File: src/rtl/uart_pkg.sv
// uart_pkg: shared FSM state, register offsets and STATUS layout for mmio_uart_tx
package uart_pkg;

    typedef enum logic [1:0] {
        ST_IDLE,
        ST_START,
        ST_DATA,
        ST_STOP
    } tx_state_e;

    localparam logic [2:0] TXDATA_OFF = 3'd0;
    localparam logic [2:0] STATUS_OFF = 3'd4;

    localparam int STAT_FULL_BIT  = 0;
    localparam int STAT_EMPTY_BIT = 1;
    localparam int STAT_BUSY_BIT  = 2;
    localparam int STAT_OVF_BIT   = 3;
    localparam int STAT_CNT_LSB   = 4;

    // Occupancy field is only four bits wide, so larger FIFOs report 15
    function automatic logic [3:0] sat_count(input logic [31:0] c);
        return (c > 32'd15) ? 4'hF : c[3:0];
    endfunction

endpackage

File: src/rtl/sync_fifo.sv
// sync_fifo: single-clock FIFO that accepts a push while full if a pop frees a slot that cycle
module sync_fifo #(
    parameter int WIDTH = 8,
    parameter int DEPTH = 8
) (
    input  logic                       clk,
    input  logic                       reset,
    input  logic                       push,
    input  logic                       pop,
    input  logic [WIDTH-1:0]           wdata,
    output logic [WIDTH-1:0]           rdata,
    output logic                       full,
    output logic                       empty,
    output logic [$clog2(DEPTH):0]     count
);

    localparam int AW = $clog2(DEPTH);

    logic [WIDTH-1:0] mem_q [DEPTH];
    logic [WIDTH-1:0] mem_d [DEPTH];
    logic [AW-1:0]    wr_ptr_q, wr_ptr_d;
    logic [AW-1:0]    rd_ptr_q, rd_ptr_d;
    logic [AW:0]      count_q, count_d;
    logic             push_ok;
    logic             pop_ok;

    assign full    = (count_q == (AW+1)'(DEPTH));
    assign empty   = (count_q == '0);
    assign count   = count_q;
    assign rdata   = mem_q[rd_ptr_q];
    assign pop_ok  = pop && !empty;
    assign push_ok = push && (!full || pop_ok);

    // Next pointers, occupancy and storage contents
    always_comb begin
        mem_d    = mem_q;
        wr_ptr_d = wr_ptr_q + AW'(push_ok);
        rd_ptr_d = rd_ptr_q + AW'(pop_ok);
        count_d  = count_q + (AW+1)'(push_ok) - (AW+1)'(pop_ok);
        if (push_ok) mem_d[wr_ptr_q] = wdata;
    end

    // Pointer and count registers cleared on reset
    always_ff @(posedge clk) begin
        if (reset) begin
            wr_ptr_q <= '0;
            rd_ptr_q <= '0;
            count_q  <= '0;
        end else begin
            wr_ptr_q <= wr_ptr_d;
            rd_ptr_q <= rd_ptr_d;
            count_q  <= count_d;
        end
    end

    // Storage needs no reset; validity is tracked by the pointers
    always_ff @(posedge clk) begin
        mem_q <= mem_d;
    end

endmodule

File: src/rtl/mmio_uart_tx.sv
// mmio_uart_tx: memory-mapped 8N1 UART transmitter with byte FIFO and pollable status
module mmio_uart_tx
    import uart_pkg::*;
#(
    parameter logic [31:0] BASE_ADDR    = 32'h0000_1000,
    parameter int          CLKS_PER_BIT = 16,
    parameter int          FIFO_DEPTH   = 8
) (
    input  logic        clk,
    input  logic        reset,
    input  logic        MemWrite,
    input  logic [31:0] DataAdr,
    input  logic [31:0] WriteData,
    input  logic [3:0]  MemWriteByte,
    output logic        Sel,
    output logic [31:0] ReadData,
    output logic        tx
);

    localparam int          BW       = $clog2(CLKS_PER_BIT);
    localparam int          CW       = $clog2(FIFO_DEPTH) + 1;
    localparam logic [BW-1:0] BAUD_MAX = BW'(CLKS_PER_BIT - 1);

    tx_state_e     state_q, state_d;
    logic [BW-1:0] baud_q, baud_d;
    logic [2:0]    bit_q, bit_d;
    logic [7:0]    shift_q, shift_d;
    logic          tx_q, tx_d;
    logic          ovf_q, ovf_d;

    logic          push_req;
    logic          ovf_clr;
    logic          pop;
    logic          fifo_full;
    logic          fifo_empty;
    logic [7:0]    fifo_rdata;
    logic [CW-1:0] fifo_count;
    logic [31:0]   status;
    logic          unused_bits;

    assign Sel      = (DataAdr[31:3] == BASE_ADDR[31:3]);
    assign push_req = MemWrite && Sel && (DataAdr[2] == TXDATA_OFF[2]) && MemWriteByte[0];
    assign ovf_clr  = MemWrite && Sel && (DataAdr[2] == STATUS_OFF[2]) && MemWriteByte[0] && WriteData[3];
    assign tx       = tx_q;
    assign unused_bits = ^{DataAdr[1:0], WriteData[31:8], MemWriteByte[3:1]};

    sync_fifo #(
        .WIDTH (8),
        .DEPTH (FIFO_DEPTH)
    ) u_fifo (
        .clk   (clk),
        .reset (reset),
        .push  (push_req),
        .pop   (pop),
        .wdata (WriteData[7:0]),
        .rdata (fifo_rdata),
        .full  (fifo_full),
        .empty (fifo_empty),
        .count (fifo_count)
    );

    // Sticky overflow: a dropped byte sets it, W1C clears it, set beats clear
    always_comb begin
        ovf_d = ovf_q;
        if (ovf_clr) ovf_d = 1'b0;
        if (push_req && fifo_full && !pop) ovf_d = 1'b1;
    end

    // STATUS word and read mux; TXDATA reads as zero
    always_comb begin
        status                 = '0;
        status[STAT_FULL_BIT]  = fifo_full;
        status[STAT_EMPTY_BIT] = fifo_empty;
        status[STAT_BUSY_BIT]  = (state_q != ST_IDLE);
        status[STAT_OVF_BIT]   = ovf_q;
        status[STAT_CNT_LSB +: 4] = sat_count(32'(fifo_count));
        ReadData = (Sel && DataAdr[2] == STATUS_OFF[2]) ? status : '0;
    end

    // Frame sequencer: baud countdown, bit index, shift register and FIFO pop
    always_comb begin
        state_d = state_q;
        baud_d  = baud_q;
        bit_d   = bit_q;
        shift_d = shift_q;
        pop     = 1'b0;
        case (state_q)
            ST_IDLE: begin
                if (!fifo_empty) begin
                    pop     = 1'b1;
                    shift_d = fifo_rdata;
                    baud_d  = BAUD_MAX;
                    state_d = ST_START;
                end
            end
            ST_START: begin
                if (baud_q == '0) begin
                    state_d = ST_DATA;
                    baud_d  = BAUD_MAX;
                    bit_d   = 3'd0;
                end else begin
                    baud_d = baud_q - 1'b1;
                end
            end
            ST_DATA: begin
                if (baud_q == '0) begin
                    baud_d = BAUD_MAX;
                    if (bit_q == 3'd7) begin
                        state_d = ST_STOP;
                    end else begin
                        bit_d   = bit_q + 1'b1;
                        shift_d = {1'b0, shift_q[7:1]};
                    end
                end else begin
                    baud_d = baud_q - 1'b1;
                end
            end
            ST_STOP: begin
                if (baud_q == '0) begin
                    if (!fifo_empty) begin
                        pop     = 1'b1;
                        shift_d = fifo_rdata;
                        baud_d  = BAUD_MAX;
                        state_d = ST_START;
                    end else begin
                        state_d = ST_IDLE;
                    end
                end else begin
                    baud_d = baud_q - 1'b1;
                end
            end
            default: state_d = ST_IDLE;
        endcase
        tx_d = (state_d == ST_START) ? 1'b0 : (state_d == ST_DATA) ? shift_d[0] : 1'b1;
    end

    // Registered state; reset aborts any frame in flight and idles the line
    always_ff @(posedge clk) begin
        if (reset) begin
            state_q <= ST_IDLE;
            baud_q  <= '0;
            bit_q   <= '0;
            shift_q <= '0;
            tx_q    <= 1'b1;
            ovf_q   <= 1'b0;
        end else begin
            state_q <= state_d;
            baud_q  <= baud_d;
            bit_q   <= bit_d;
            shift_q <= shift_d;
            tx_q    <= tx_d;
            ovf_q   <= ovf_d;
        end
    end

endmodule

File: config.mk
export PLATFORM = sky130hd
export DESIGN_NAME = mmio_uart_tx
export DESIGN_NICKNAME = d
export VERILOG_FILES = /design/src/rtl/uart_pkg.sv /design/src/rtl/sync_fifo.sv /design/src/rtl/mmio_uart_tx.sv
export SDC_FILE = /design/constraint.sdc
export NUM_CORES = 1
export LEC_CHECK = 0
export ABC_AREA = 1
export BUFFER_PORTS_ARGS = -buffer_cell sky130_fd_sc_hd__buf_2
export CORE_UTILIZATION = 54
export DETAILED_ROUTE_END_ITERATION = 16
export GPL_ROUTABILITY_DRIVEN = 0
export PLACE_DENSITY = 0.81
export SYNTH_ARGS = -nofsm -noshare
export SYNTH_HDL_FRONTEND = slang
export SYNTH_SLANG_ARGS = --single-unit
File: constraint.sdc
create_clock -name clk -period 3.18 [get_ports clk]
set_clock_uncertainty 0.05 [all_clocks]
set_input_delay 0.318 -clock clk [delete_from_list [all_inputs] [get_ports clk]]
set_output_delay 0.318 -clock clk [all_outputs]
set_load 0.005 [all_outputs]
Yosys cells after proc, flatten, opt, wreduce, memory -nomap -nowiden
Index checks and enable logic that the tools add are counted.
{"block": "word_totals", "regBits": 93}
{"block": "classes", "n_mux": 34, "n_addsub": 6, "reduce_logical": 26, "n_lt_le_gt_ge": 3, "eq_ne": 12, "n_bitwise": 3}
{"op": "bitwise mux 64 bit", "count": 1}
{"op": "2-to-1 mux 8 bit", "count": 8}
{"op": "== test 29 x 10 -> 1 bit, second input constant", "count": 1}
{"op": "binary-select mux 8 bit (select 3 bit)", "count": 1}
{"op": "demux 8 bit (select 3 bit)", "count": 1}
{"op": "case mux 8 bit (3 select lines)", "count": 1}
{"op": "logical AND 1 bit", "count": 12}
{"op": "2-to-1 mux 4 bit", "count": 3}
{"op": "case mux 4 bit (3 select lines)", "count": 1}
{"op": "2-to-1 mux 2 bit", "count": 5}
{"op": "2-to-1 mux 3 bit", "count": 3}
{"op": ">= comparator 4 bit, second input constant", "count": 2}
{"op": "logical NOT 4 bit", "count": 2}
{"op": "inequality test 2 bit, second input constant", "count": 4}
{"op": "NOT 3 -> 4 bit", "count": 2}
{"op": "case mux 2 bit (4 select lines)", "count": 1}
{"op": "AND reduction 4 bit", "count": 2}
{"op": "2-to-1 mux 1 bit", "count": 7}
{"op": "adder 3 x 1 -> 3 bit", "count": 2}
{"op": "== test 2 bit, second input constant", "count": 3}
{"op": "case mux 3 bit (2 select lines)", "count": 1}
{"op": "nonzero test 2 bit", "count": 3}
{"op": "adder 4 x 1 -> 4 bit", "count": 1}
{"op": "== test 2 x 1 -> 1 bit, second input constant", "count": 2}
{"op": "other kinds (13)", "count": 15}

Longest topological paths before layout
Gate-level depths: netlist (run 1).
{"block": "depth", "ltp_word": 9, "depth_mapped": 15, "ltp_nobuf": 15}

Modules after synthesis
A second synthesis (run 1) with hierarchy kept.
{"block": "hier_totals", "cells_unflattened": 610, "area_unflattened_um2": 5053.6}
{"mod": "sync_fifo", "n_inst": 1, "cells_each": 361, "area_each_um2": 3474.6, "seq_area_each_um2": 2122.0}
{"mod": "mmio_uart_tx", "n_inst": 1, "cells_each": 249, "area_each_um2": 1579.0, "seq_area_each_um2": 380.4}

Worst setup path before layout (run 1)
OpenSTA, ideal clock, no wires.
{"block": "synth_timing", "path_type": "register to register", "start": "register state_q[0]", "end": "register u_fifo.count_q[2], in the netlist u_fifo.count[2]", "t_arrival_ns": 2.104, "slack_ns": 0.907, "path_buffers": 0, "t_required_ns": 3.011, "setup_ns": 0.119, "path_stages_with_launch": 13, "path_cell_list": "dfxtp_1 -> inv_1 -> ha_1 -> nor2_1 -> nand2_2 -> inv_2 -> ha_1 -> inv_1 -> ha_1 -> inv_1 -> fa_1 -> o21ai_0 -> a21oi_1"}
{"block": "synth_via", "elab_chain_len": 7, "elab_cells_between_ends": 8, "cone_classes": "add/sub (2); eq/ne (1); mux (1); reduce/logical (4)"}
{"element": "start, declared", "line": "mmio_uart_tx.sv:24", "rtl": "tx_state_e state_q, state_d;"}
{"element": "start signal, assigned", "line": "mmio_uart_tx.sv:147", "rtl": "state_q <= state_d;"}
{"element": "== test 2 bit or logical NOT 2 bit (tied branches)", "line": "mmio_uart_tx.sv:87", "rtl": "case (state_q)"}
{"element": "case mux 1 bit (2 select lines) (*)", "line": "mmio_uart_tx.sv:87"}
{"element": "logical AND 1 bit (*)", "line": "sync_fifo.sv:31", "rtl": "assign pop_ok = pop && !empty;"}
{"element": "logical OR 1 bit", "line": "sync_fifo.sv:32", "rtl": "assign push_ok = push && (!full || pop_ok);"}
{"element": "logical AND 1 bit", "line": "sync_fifo.sv:32"}
{"element": "adder 4 x 1 -> 4 bit", "line": "sync_fifo.sv:39", "rtl": "count_d = count_q + (AW+1)'(push_ok) - (AW+1)'(pop_ok);"}
{"element": "subtractor 4 x 1 -> 4 bit (*)", "line": "sync_fifo.sv:39"}
{"element": "end signal, assigned", "line": "sync_fifo.sv:52", "rtl": "count_q <= count_d;"}
{"element": "end, declared", "line": "sync_fifo.sv:23", "rtl": "logic [AW:0] count_q, count_d;"}
Every way passes the cells marked *; elsewhere a longest branch is shown, timed or not.
A chain may end at the register's enable or synchronous reset.

Worst setup path in the final report (run 1)
{"block": "layout_timing", "start": "register baud_q[0]", "end": "register u_fifo.count_q[2], in the netlist u_fifo.count[2]"}
{"block": "layout_via", "elab_chain_len": 8}
{"element": "start, declared", "line": "mmio_uart_tx.sv:25", "rtl": "logic [BW-1:0] baud_q, baud_d;"}
{"element": "start signal, assigned", "line": "mmio_uart_tx.sv:148", "rtl": "baud_q <= baud_d;"}
{"element": "logical NOT 4 bit (*)", "line": "mmio_uart_tx.sv:119", "rtl": "if (baud_q == '0) begin"}
{"element": "2-to-1 mux 1 bit (*)", "line": "mmio_uart_tx.sv:119"}
{"element": "case mux 1 bit (2 select lines) (*)", "line": "mmio_uart_tx.sv:87"}
{"element": "logical AND 1 bit (*)", "line": "sync_fifo.sv:31"}
{"element": "logical OR 1 bit", "line": "sync_fifo.sv:32"}
{"element": "logical AND 1 bit", "line": "sync_fifo.sv:32"}
{"element": "adder 4 x 1 -> 4 bit", "line": "sync_fifo.sv:39"}
{"element": "subtractor 4 x 1 -> 4 bit (*)", "line": "sync_fifo.sv:39"}
Marks and branches as above.

==> results.yml, run 1 <==
yosys:
  synth_area_per_cell_um2: 8.88
  syn-cell-area_mm2: 0.00467
  synth_sequential_area_ratio_pct: 53.6
  ys_warn_count: 0
  post-synth-top-area-cell: "edfxtp_1"
  async_set_or_reset_flop_fraction_in_the_synthesized_netlist_pct: 0
  synth-simple-area-share_pct: 25.4
  top_cell_type_s_share_of_synthesized_area_pct: 41.1
  synth_top_flop_cell: "edfxtp_1"
  synth_top_family_by_area: "simple AND/OR/NAND/NOR gates"
  synth_top_cells_by_area: "edfxtp_1, dfxtp_1, nand2_1"
  synthDistinctLibCells: 34
  synth.ff_latch_count: 93
  yosys.area_share.xor_xnor_pct: 0.562
  number_of_instances_in_the_synthesized_netlist: 526
  synth.cells.most_frequent: "nand2_1, nand3_1, edfxtp_1"
  synth_edf_count: 64
  post_synth_fa_ha_maj_area_fraction_pct: 5.25
  multiplexer_share_of_the_synthesized_area_pct: 0
  synth_compound_gate_area_share_pct: 5.57
  yosys.cell_count.top_type: "nand2_1"
critical_path:
  number_of_buffers_and_inverters_on_the_critical_path: 4
  startpoint: "baud_q[0]"
  worstPathMaxFanout: 9
  cp.arrival_ps: 2780
  worstPathRequired_ps: 3380
  r2r.worst_path.cells: 13
  timing.critical_path.to_type: "flip-flop"
  timing.critical_path.cells: "inv_1, ha_1, nand2_4, o21bai_4, nand2_2, inv_2, ha_1, inv_1, ha_1, inv_1, fa_1, o21ai_0, a21oi_1"
  worstSetupStartpointType: "flip-flop"
  regToRegStartpoint: "baud_q[0]"
  crit_path_top_delay_cell: "fa_1"
  worstReg2RegEnd: "u_fifo.count[2]"
  slowest_delay_ps: 370
  worst-r2r-setup-slack_ps: 600
  crit_type: "flip-flop to flip-flop"
  worst_path_dominant_cell_family: "adder cells"
clocking:
  clock_sinks: 93
  cts.repair.resized: 0
  post_cts.repair.setup_buffers: 0
  clockBufferDepth: 2
  holdBufCountCts: 0
  cts_tree: "done"
  clock_latency_ps: 360
  clkSlewWorstSetupHoldPaths_ps: 100
  cts_root_buffer: "clkbuf_8"
  h-tree-depth: 3
  numCtsBuffers: 9
drt:
  drtIter0Drc: 158
  via_count_normalized_by_instance_count: 5.28
  ant_nets_after_route: 0
  drtPass1Iterations: 6
  routed_wl_mm: 9.54
  post_drt_wl_per_cell_um: 13.8
  num_vias: 3660
  drc: 0
final_layout:
  num-fill-cells: 680
  syn_to_final_growth_pct: 10.4
  number_of_nets_in_the_layout: 674
  multi_input_comb_area_mm2: 0.00181
  layout-drive-gt1-share_pct: 15.8
  antennaDiodeCount: 0
  sequential_cell_area_mm2: 0.00250
  layout.cells.non_filler: 693
sta:
  clock_period_minus_worst_slack_ps: 2580
  timing.final.ws_setup_ps: 598
  slew_viol_final: 0
  setup_total_negative_slack_ps: 0
  fmaxAchievable_mhz: 387
  whs_ps: 171
  hold_fails_final_rpt: 0
  rsz0062_at_grt: "false"
  worst_pin_slew_ps: 1030
  timing.max_slew.rel_slack_pct: 31.3
  setup_viol: 0
  final_min_period_over_clock_period_pct: 81.2
worst_hold_path:
  whs_endpoint: "u_fifo.mem_q[52]"
  hold-path-cell-count: 1
  hold_path_startpoint: "WriteData[4]"
  worst_hold_path_type: "input port to flip-flop"
pwr:
  p_leak_nw: 2.22
  vdd_drop_max_mv: 0.319
  powerDensity_mw_per_mm2: 717
  totalPowerFinal_mw: 3.70
global_routing:
  grt.overflow.total: 0
  first_pass_grt_wire_length_mm: 15.6
  number_of_global_route_vias_before_repair: 3424
  grt_max_degree: 34
  groute.usage.overall_pct: 23.1
  antenna_found_initial: 0
die:
  std_cell_rows: 33
  die_w_um: 95.0
  initial_core_util_pct: 56.3
  ioPinCount: 105
  floorplan.core_area_mm2: 0.00830
  die_height_um: 95.0
  fp.dieArea_mm2: 0.00903
place:
  numPlacedInstances: 678
  hpwlAfterDp_mm: 6.64
  dp_worst_setup_slack_ps: 634
  buffer_ports.inserted: 51
run_status:
  outcome: "finished, final reports clean"
job:
  max_cap_viol_count: 0
metrics by stage:
stage | util [%] | instance area (µm²)
6_report | 62.2 | 5160
5_1_grt | 62.2 | 5160
4_1_cts | 62.2 | 5160
3_5_place_dp | 60.1 | 4990
3_3_place_gp | 60.1 | 4990
2_1_floorplan | - | 4760
state kept, by name, indices dropped and copies added (netlist names):
| name | count |
|---|---|
| u_fifo.wr_ptr_q | 3 |
| shift_q | 8 |
| state_q | 2 |
| bit_q | 3 |
| u_fifo.mem_q | 64 |
| ovf_q | 1 |
| u_fifo.rd_ptr_q | 3 |
| baud_q | 4 |
| u_fifo.count | 4 |
| tx | 1 |
cells by family after synthesis:
kind of cell	after synthesis
AOI/OAI and AO/OA	45
other	1
and+or+nand+nor	275
xor gates and xnor gates	3
DFF	93
buffers and inverters	90
adders and majority gates	19
cell usage in the layout (no fill, tap or decap), drive strengths merged:
master      n
nor2       57
xnor2       2
nor3        2
o211a       1
fa          1
nand3b      2
a211oi      1
nand4       1
o21ai      15
o31ai       1
a31oi       1
o21bai      1
nand3      72
buf        65
ha         18
a21oi      21
clkinvlp    3
and2        1
clkbuf      9
xor2        1
conb       24
nand2     140
dfxtp      29
o211ai      4
inv        52
edfxtp     64
worst reg2reg max path, stage by stage (launching register included):
cell and delay [ps]:
dfxtp_1 320, inv_1 110, ha_1 340, nand2_4 120
o21bai_4 250, nand2_2 110, inv_2 90, ha_1 220
inv_1 50, ha_1 160, inv_1 50, fa_1 370
o21ai_0 180, a21oi_1 50
power breakdown:
| part | leakage (nW) | switching (mW) | internal, mW |
|---|---|---|---|
| registers | 0.813 | 0.0888 | 1.40 |
| clock network | 0.0787 | 0.421 | 0.286 |
| logic | 1.33 | 0.989 | 0.513 |
| total | 2.22 | 1.50 | 2.20 |
cell type report:
cell class | instances | share of cell area, %
sequential | 93 | 48.5
multi-input combinational | 366 | 35.1
timing repair buffer | 65 | 6.99
inverter | 49 | 3.57
tap | 105 | 2.55
clock buffer | 9 | 2.40
clock inverter | 6 | 0.897
worst max path at each step:
| stage | endpoint | slack (ps) | cells past startpoint |
|---|---|---|---|
| final | u_fifo.count[2] | 600 | 13 |
| after global routing | u_fifo.count[2] | 390 | 13 |
| after CTS | u_fifo.count[2] | 610 | 13 |
| after detailed placement | u_fifo.count[2] | 630 | 13 |
| after global placement | u_fifo.count[2] | 660 | 13 |
| after floorplan | u_fifo.count[2] | 910 | 12 |
metal layers:
| metal | part of all wire [%] | GRT usage, % |
|---|---|---|
| met5 | 0 | 0 |
| met4 | 1.6 | 10.5 |
| met3 | 7.4 | 4.39 |
| met2 | 51 | 40.5 |
| met1 | 40 | 27.6 |
No activity file was read; power rests on OpenSTA's default activity.
==> run 2: changes to the inputs <==
clock period = 2.5 ns   (was 3.18 ns; I/O delays follow)
==> run 2 against run 1 <==
Non-clock buffer count rose by 3. Wire length is 0.69% lower. Register-to-register slack worse by 430 ps. Power up 35%. Worst setup slack worse by 430 ps. Via count grew 1.2%. Global-route usage shrank 0.32 points. Critical path type unchanged. Sequential cell count is the same. Utilization rose by 0.95 points. Clock-buffer cell count is 1 higher. Largest power group unchanged. Highest routed layer unchanged.
==> results.yml, run 2 (synthesized netlist as in run 1, its figures left out) <==
final_layout:
  layout-drive-gt1-share_pct: 17.4
  antennaDiodeCount: 0
  syn_to_final_growth_pct: 12.1
  layout.cells.non_filler: 697
  commonest_non_fill_non_tap_cells_in_the_layout: "nand2_1, nand3_1, edfxtp_1, nor2_1, buf_2"
  num-fill-cells: 639
  largest_register_ffs: 64
  multi_input_comb_area_mm2: 0.00183
  sequential_cell_area_mm2: 0.00250
  largestRegisters: "u_fifo.mem_q (64), shift_q (8)"
  register_ranked_first_by_flip_flop_count: "u_fifo.mem_q"
  final_common_cell: "nand2_1"
  number_of_nets_in_the_layout: 677
critical_path:
  cp.arrival_ps: 2580
  worstPathMaxFanout: 5
  timing.critical_path.to_type: "flip-flop"
  startpoint: "baud_q[0]"
  worstSetupStartpointType: "flip-flop"
  crit_type: "flip-flop to flip-flop"
  worstPathRequired_ps: 2750
  regToRegStartpoint: "baud_q[0]"
die:
  floorplan.core_area_mm2: 0.00830
  die_height_um: 95.0
  std_cell_rows: 33
  die_w_um: 95.0
  ioPinCount: 105
  fp.dieArea_mm2: 0.00903
  initial_core_util_pct: 56.3
drt:
  post_drt_wl_per_cell_um: 13.6
  ant_nets_after_route: 0
  via_count_normalized_by_instance_count: 5.32
  drtPass1Iterations: 5
  met3_length_um: 649
  routed_wl_mm: 9.48
  met2RoutedLength_mm: 4.90
  wirelength_met1_mm: 3.68
  highest_layer: "met4"
  drc: 0
  drtIter0Drc: 152
  num_vias: 3705
global_routing:
  number_of_global_route_vias_before_repair: 3429
  antenna_found_initial: 0
  grt_max_degree: 34
  groute.usage.overall_pct: 22.8
  grt.overflow.total: 0
  first_pass_grt_wire_length_mm: 15.4
clocking:
  clkSlewWorstSetupHoldPaths_ps: 100
  clock_sinks: 93
  numCtsBuffers: 9
  cts_root_buffer: "clkbuf_8"
  cts_tree: "done"
  clock_latency_ps: 360
  h-tree-depth: 3
  clockBufferDepth: 2
  holdBufCountCts: 0
worst_hold_path:
  hold_path_startpoint: "WriteData[0]"
  worst_hold_path_type: "input port to flip-flop"
sta:
  worst_pin_slew_ps: 988
  clock_period_minus_worst_slack_ps: 2330
  hold_fails_final_rpt: 0
  fmaxAchievable_mhz: 428
  setup_viol: 0
  whs_ps: 105
  final_min_period_over_clock_period_pct: 93.4
  slew_viol_final: 0
  timing.max_slew.rel_slack_pct: 34.1
place:
  numPlacedInstances: 678
  buffer_ports.inserted: 51
  hpwlAfterDp_mm: 6.46
pwr:
  vdd_drop_max_mv: 0.467
  p_leak_nw: 2.26
  powerDensity_mw_per_mm2: 955
run_status:
  outcome: "finished, final reports clean"
job:
  max_cap_viol_count: 0
-- run 2: what timing repair did --
item | in CTS | in global routing
pin swaps | 0 | 3
setup buffers | 0 | 3
gates resized for setup | 1 | 7
endpoints found under the setup margin | 1 | 3
-- run 2: per-stage QoR --
step                      TNS (ps)  power [mW]  utilization, %  worst slack [ps]  instance area (µm²)
after CTS                        0        4.91            62.6              37.6                 5200
after global routing         -65.9        5.38            63.1             -54.6                 5240
final                            0        5.00            63.1               166                 5240
after detailed placement         0        3.87            60.1              26.3                 4990
after global placement           0        3.76            60.1               112                 4990
after floorplan                  0        3.44               -               227                 4760
-- run 2: path summary, 6_finish.rpt --
| path | endpoint | cells past startpoint | slack, ps |
|---|---|---|---|
| hold reg to reg | ovf_q | 2 | 420 |
| setup reg to reg | u_fifo.count[3] | 14 | 170 |
| setup / recovery | u_fifo.count[3] | 14 | 170 |
| hold / removal | u_fifo.mem_q[48] | 1 | 100 |
-- run 2: per-layer routing --
layer,GRT usage [%],vias to the layer above
met5,0,-
met2,40.3,169
met3,4.70,23
li1,-,1807
met1,25.7,1706
met4,12.5,0
-- run 2: critical path, cell delays in order (launching register included) --
cell,delay [ps]
dfxtp_1,320
inv_1,110
ha_2,230
nand2_4,80
o21bai_4,160
nand2_2,90
inv_2,80
ha_1,190
inv_1,50
ha_1,270
a21oi_1,180
nor2_1,60
nor2_1,140
o21ai_0,100
a21oi_1,140
-- run 2: area by class of cell --
class	instances	area share, %
sequential	93	47.8
clock buffer	10	2.44
inverter	49	3.51
timing repair buffer	68	7.31
tap	105	2.51
clock inverter	6	1.51
multi-input combinational	366	34.9
-- run 2: where the power goes --
| group | internal (mW) | switching (mW) |
|---|---|---|
| Clock | 0.486 | 0.556 |
| Combinational | 0.743 | 1.32 |
| Sequential | 1.79 | 0.109 |
==> run 3: changes to the inputs <==
==> constraint.sdc (replaced) <==
create_clock -name clk -period 2.5 [get_ports clk]
set_clock_uncertainty 0.05 [all_clocks]
set_input_delay 0.25 -clock clk [delete_from_list [all_inputs] [get_ports clk]]
set_output_delay 0.25 -clock clk [all_outputs]
set_load 0.05 [all_outputs]
==> run 3 against run 2 <==
Power rose by 0.51%. First-iteration DRC count rose by 100%. Utilization barely moved. Sequential power barely moved. Combinational power barely moved. Maximum frequency rose by 0.17%. Via count barely moved. Critical path type unchanged.
==> results.yml, run 3 (synthesized netlist as in run 1, its figures left out) <==
critical_path:
  worstPathMaxFanout: 6
  crit_path_top_delay_cell: "dfxtp_2"
  crit_type: "flip-flop to flip-flop"
  worstSetupStartpointType: "flip-flop"
  timing.critical_path.cells: "inv_1, ha_4, nor2_1, nand2_2, inv_2, ha_2, inv_1, ha_1, inv_1, fa_1, o21ai_0, a21oi_1"
  slowest_delay_ps: 390
  worstPathRequired_ps: 2710
  cp.arrival_ps: 2540
  crit_top_cell: "inv_1"
  number_of_buffers_and_inverters_on_the_critical_path: 4
  worst_path_dominant_cell_family: "adder cells"
  timing.critical_path.to_type: "flip-flop"
final_layout:
  layout-drive-gt1-share_pct: 17.2
  postLayoutCellArea_mm2: 0.00524
  register_ranked_first_by_flip_flop_count: "u_fifo.mem_q"
  postLayoutCoreUtil_pct: 63.1
  antennaDiodeCount: 0
  layout.cells.non_filler: 697
  final_common_cell: "nand2_1"
  number_of_nets_in_the_layout: 677
  largestRegisters: "u_fifo.mem_q (64), shift_q (8)"
  syn_to_final_growth_pct: 12.1
  largest_register_ffs: 64
  commonest_non_fill_non_tap_cells_in_the_layout: "nand2_1, nand3_1, edfxtp_1, nor2_1, buf_2"
pwr:
  powerDensity_mw_per_mm2: 961
  power_switching_share_pct: 40.6
  clock_power_share_pct: 20.7
  vdd_drop_max_mv: 0.524
  p_sw_mw: 2.04
  share_comb_of_total_power_pct: 41.6
  totalPowerFinal_mw: 5.03
  power.share.sequential_pct: 37.7
  internal_cell_power_mw: 2.99
  p_leak_nw: 2.26
sta:
  setup_total_negative_slack_ps: 0
  timing.max_slew.rel_slack_pct: 59.6
  setup_viol: 0
  whs_ps: 98.0
  timing.final.ws_setup_ps: 170
  hold_fails_final_rpt: 0
  worst_pin_slew_ps: 605
  slew_viol_final: 0
  final_min_period_over_clock_period_pct: 93.2
  clock_period_minus_worst_slack_ps: 2330
  fmaxAchievable_mhz: 429
clocking:
  cts_root_buffer: "clkbuf_8"
  numCtsBuffers: 9
  h-tree-depth: 3
  clock_latency_ps: 360
  clockBufferDepth: 2
  clock_sinks: 93
  cts_tree: "done"
  clkSlewWorstSetupHoldPaths_ps: 100
die:
  initial_core_util_pct: 56.3
  fp.dieArea_mm2: 0.00903
  die_w_um: 95.0
  ioPinCount: 105
  std_cell_rows: 33
  die_height_um: 95.0
  floorplan.core_area_mm2: 0.00830
job:
  max_cap_viol_count: 0
place:
  hpwlAfterDp_mm: 6.77
  buffer_ports.inserted: 51
  place_area_mm2: 0.00501
  dp_worst_setup_slack_ps: 52.8
  numPlacedInstances: 680
global_routing:
  first_pass_grt_wire_length_mm: 15.7
  antenna_found_initial: 0
  grt_max_degree: 34
  grt.overflow.total: 0
  groute.usage.overall_pct: 23.5
  number_of_global_route_vias_before_repair: 3384
drt:
  highest_layer: "met4"
  drc: 0
  num_vias: 3704
  drtIter0Drc: 304
  post_drt_wl_per_cell_um: 14.0
  met2RoutedLength_mm: 4.91
  via_count_normalized_by_instance_count: 5.31
  drtPass1Iterations: 5
  ant_nets_after_route: 0
  met3_length_um: 641
  wirelength_met1_mm: 4.01
  routed_wl_mm: 9.75
run_status:
  outcome: "finished, final reports clean"
worst_hold_path:
  worst_hold_path_type: "input port to flip-flop"
## run 3: final timing paths
| check | startpoint | end | slack, ps | cells after the start |
|---|---|---|---|---|
| worst min register to register | ovf_q | ovf_q | 430 | 2 |
| worst max-delay path | state_q[0] | u_fifo.count[2] | 170 | 12 |
| worst min-delay path | WriteData[4] | u_fifo.mem_q[20] | 100 | 1 |
| worst max register to register | state_q[0] | u_fifo.count[2] | 170 | 12 |
## run 3: timing repair
item,CTS,global route
endpoints found under the hold margin,0,0
hold buffers,0,0
endpoints found under the setup margin,0,3
setup buffers,0,1
gates resized for setup,0,5
## run 3: cell type report
type	instances	area, µm²
clock buffer	10	128
fill	649	3060
timing repair buffer	68	383
sequential	93	2500
clock inverter	6	76.3
tap	105	131
multi-input combinational	366	1830
inverter	49	184
## run 3: per-layer routing
layer | track usage [%] | vias up
met3 | 3.91 | 20
met5 | 0 | -
met4 | 9.72 | 0
met1 | 29.5 | 1712
met2 | 40.3 | 163
li1 | - | 1809
## run 3: power groups by stage
stage	Combinational (mW)	Clock, mW	Sequential [mW]
after floorplan	1.61	0	1.92
after global placement	1.94	0	1.91
after detailed placement	2.02	0	1.92
after CTS	2.03	1.06	1.89
after global routing	2.38	1.12	1.91
final	2.09	1.04	1.90
## run 3: worst reg2reg max path: cells and delay by family, from the launching register on
kind            cells  cell delay, ps
simple gates        2             210
fa+ha+maj           4            1060
flops               1             390
compound gates      2             220
buf+inv             4             310
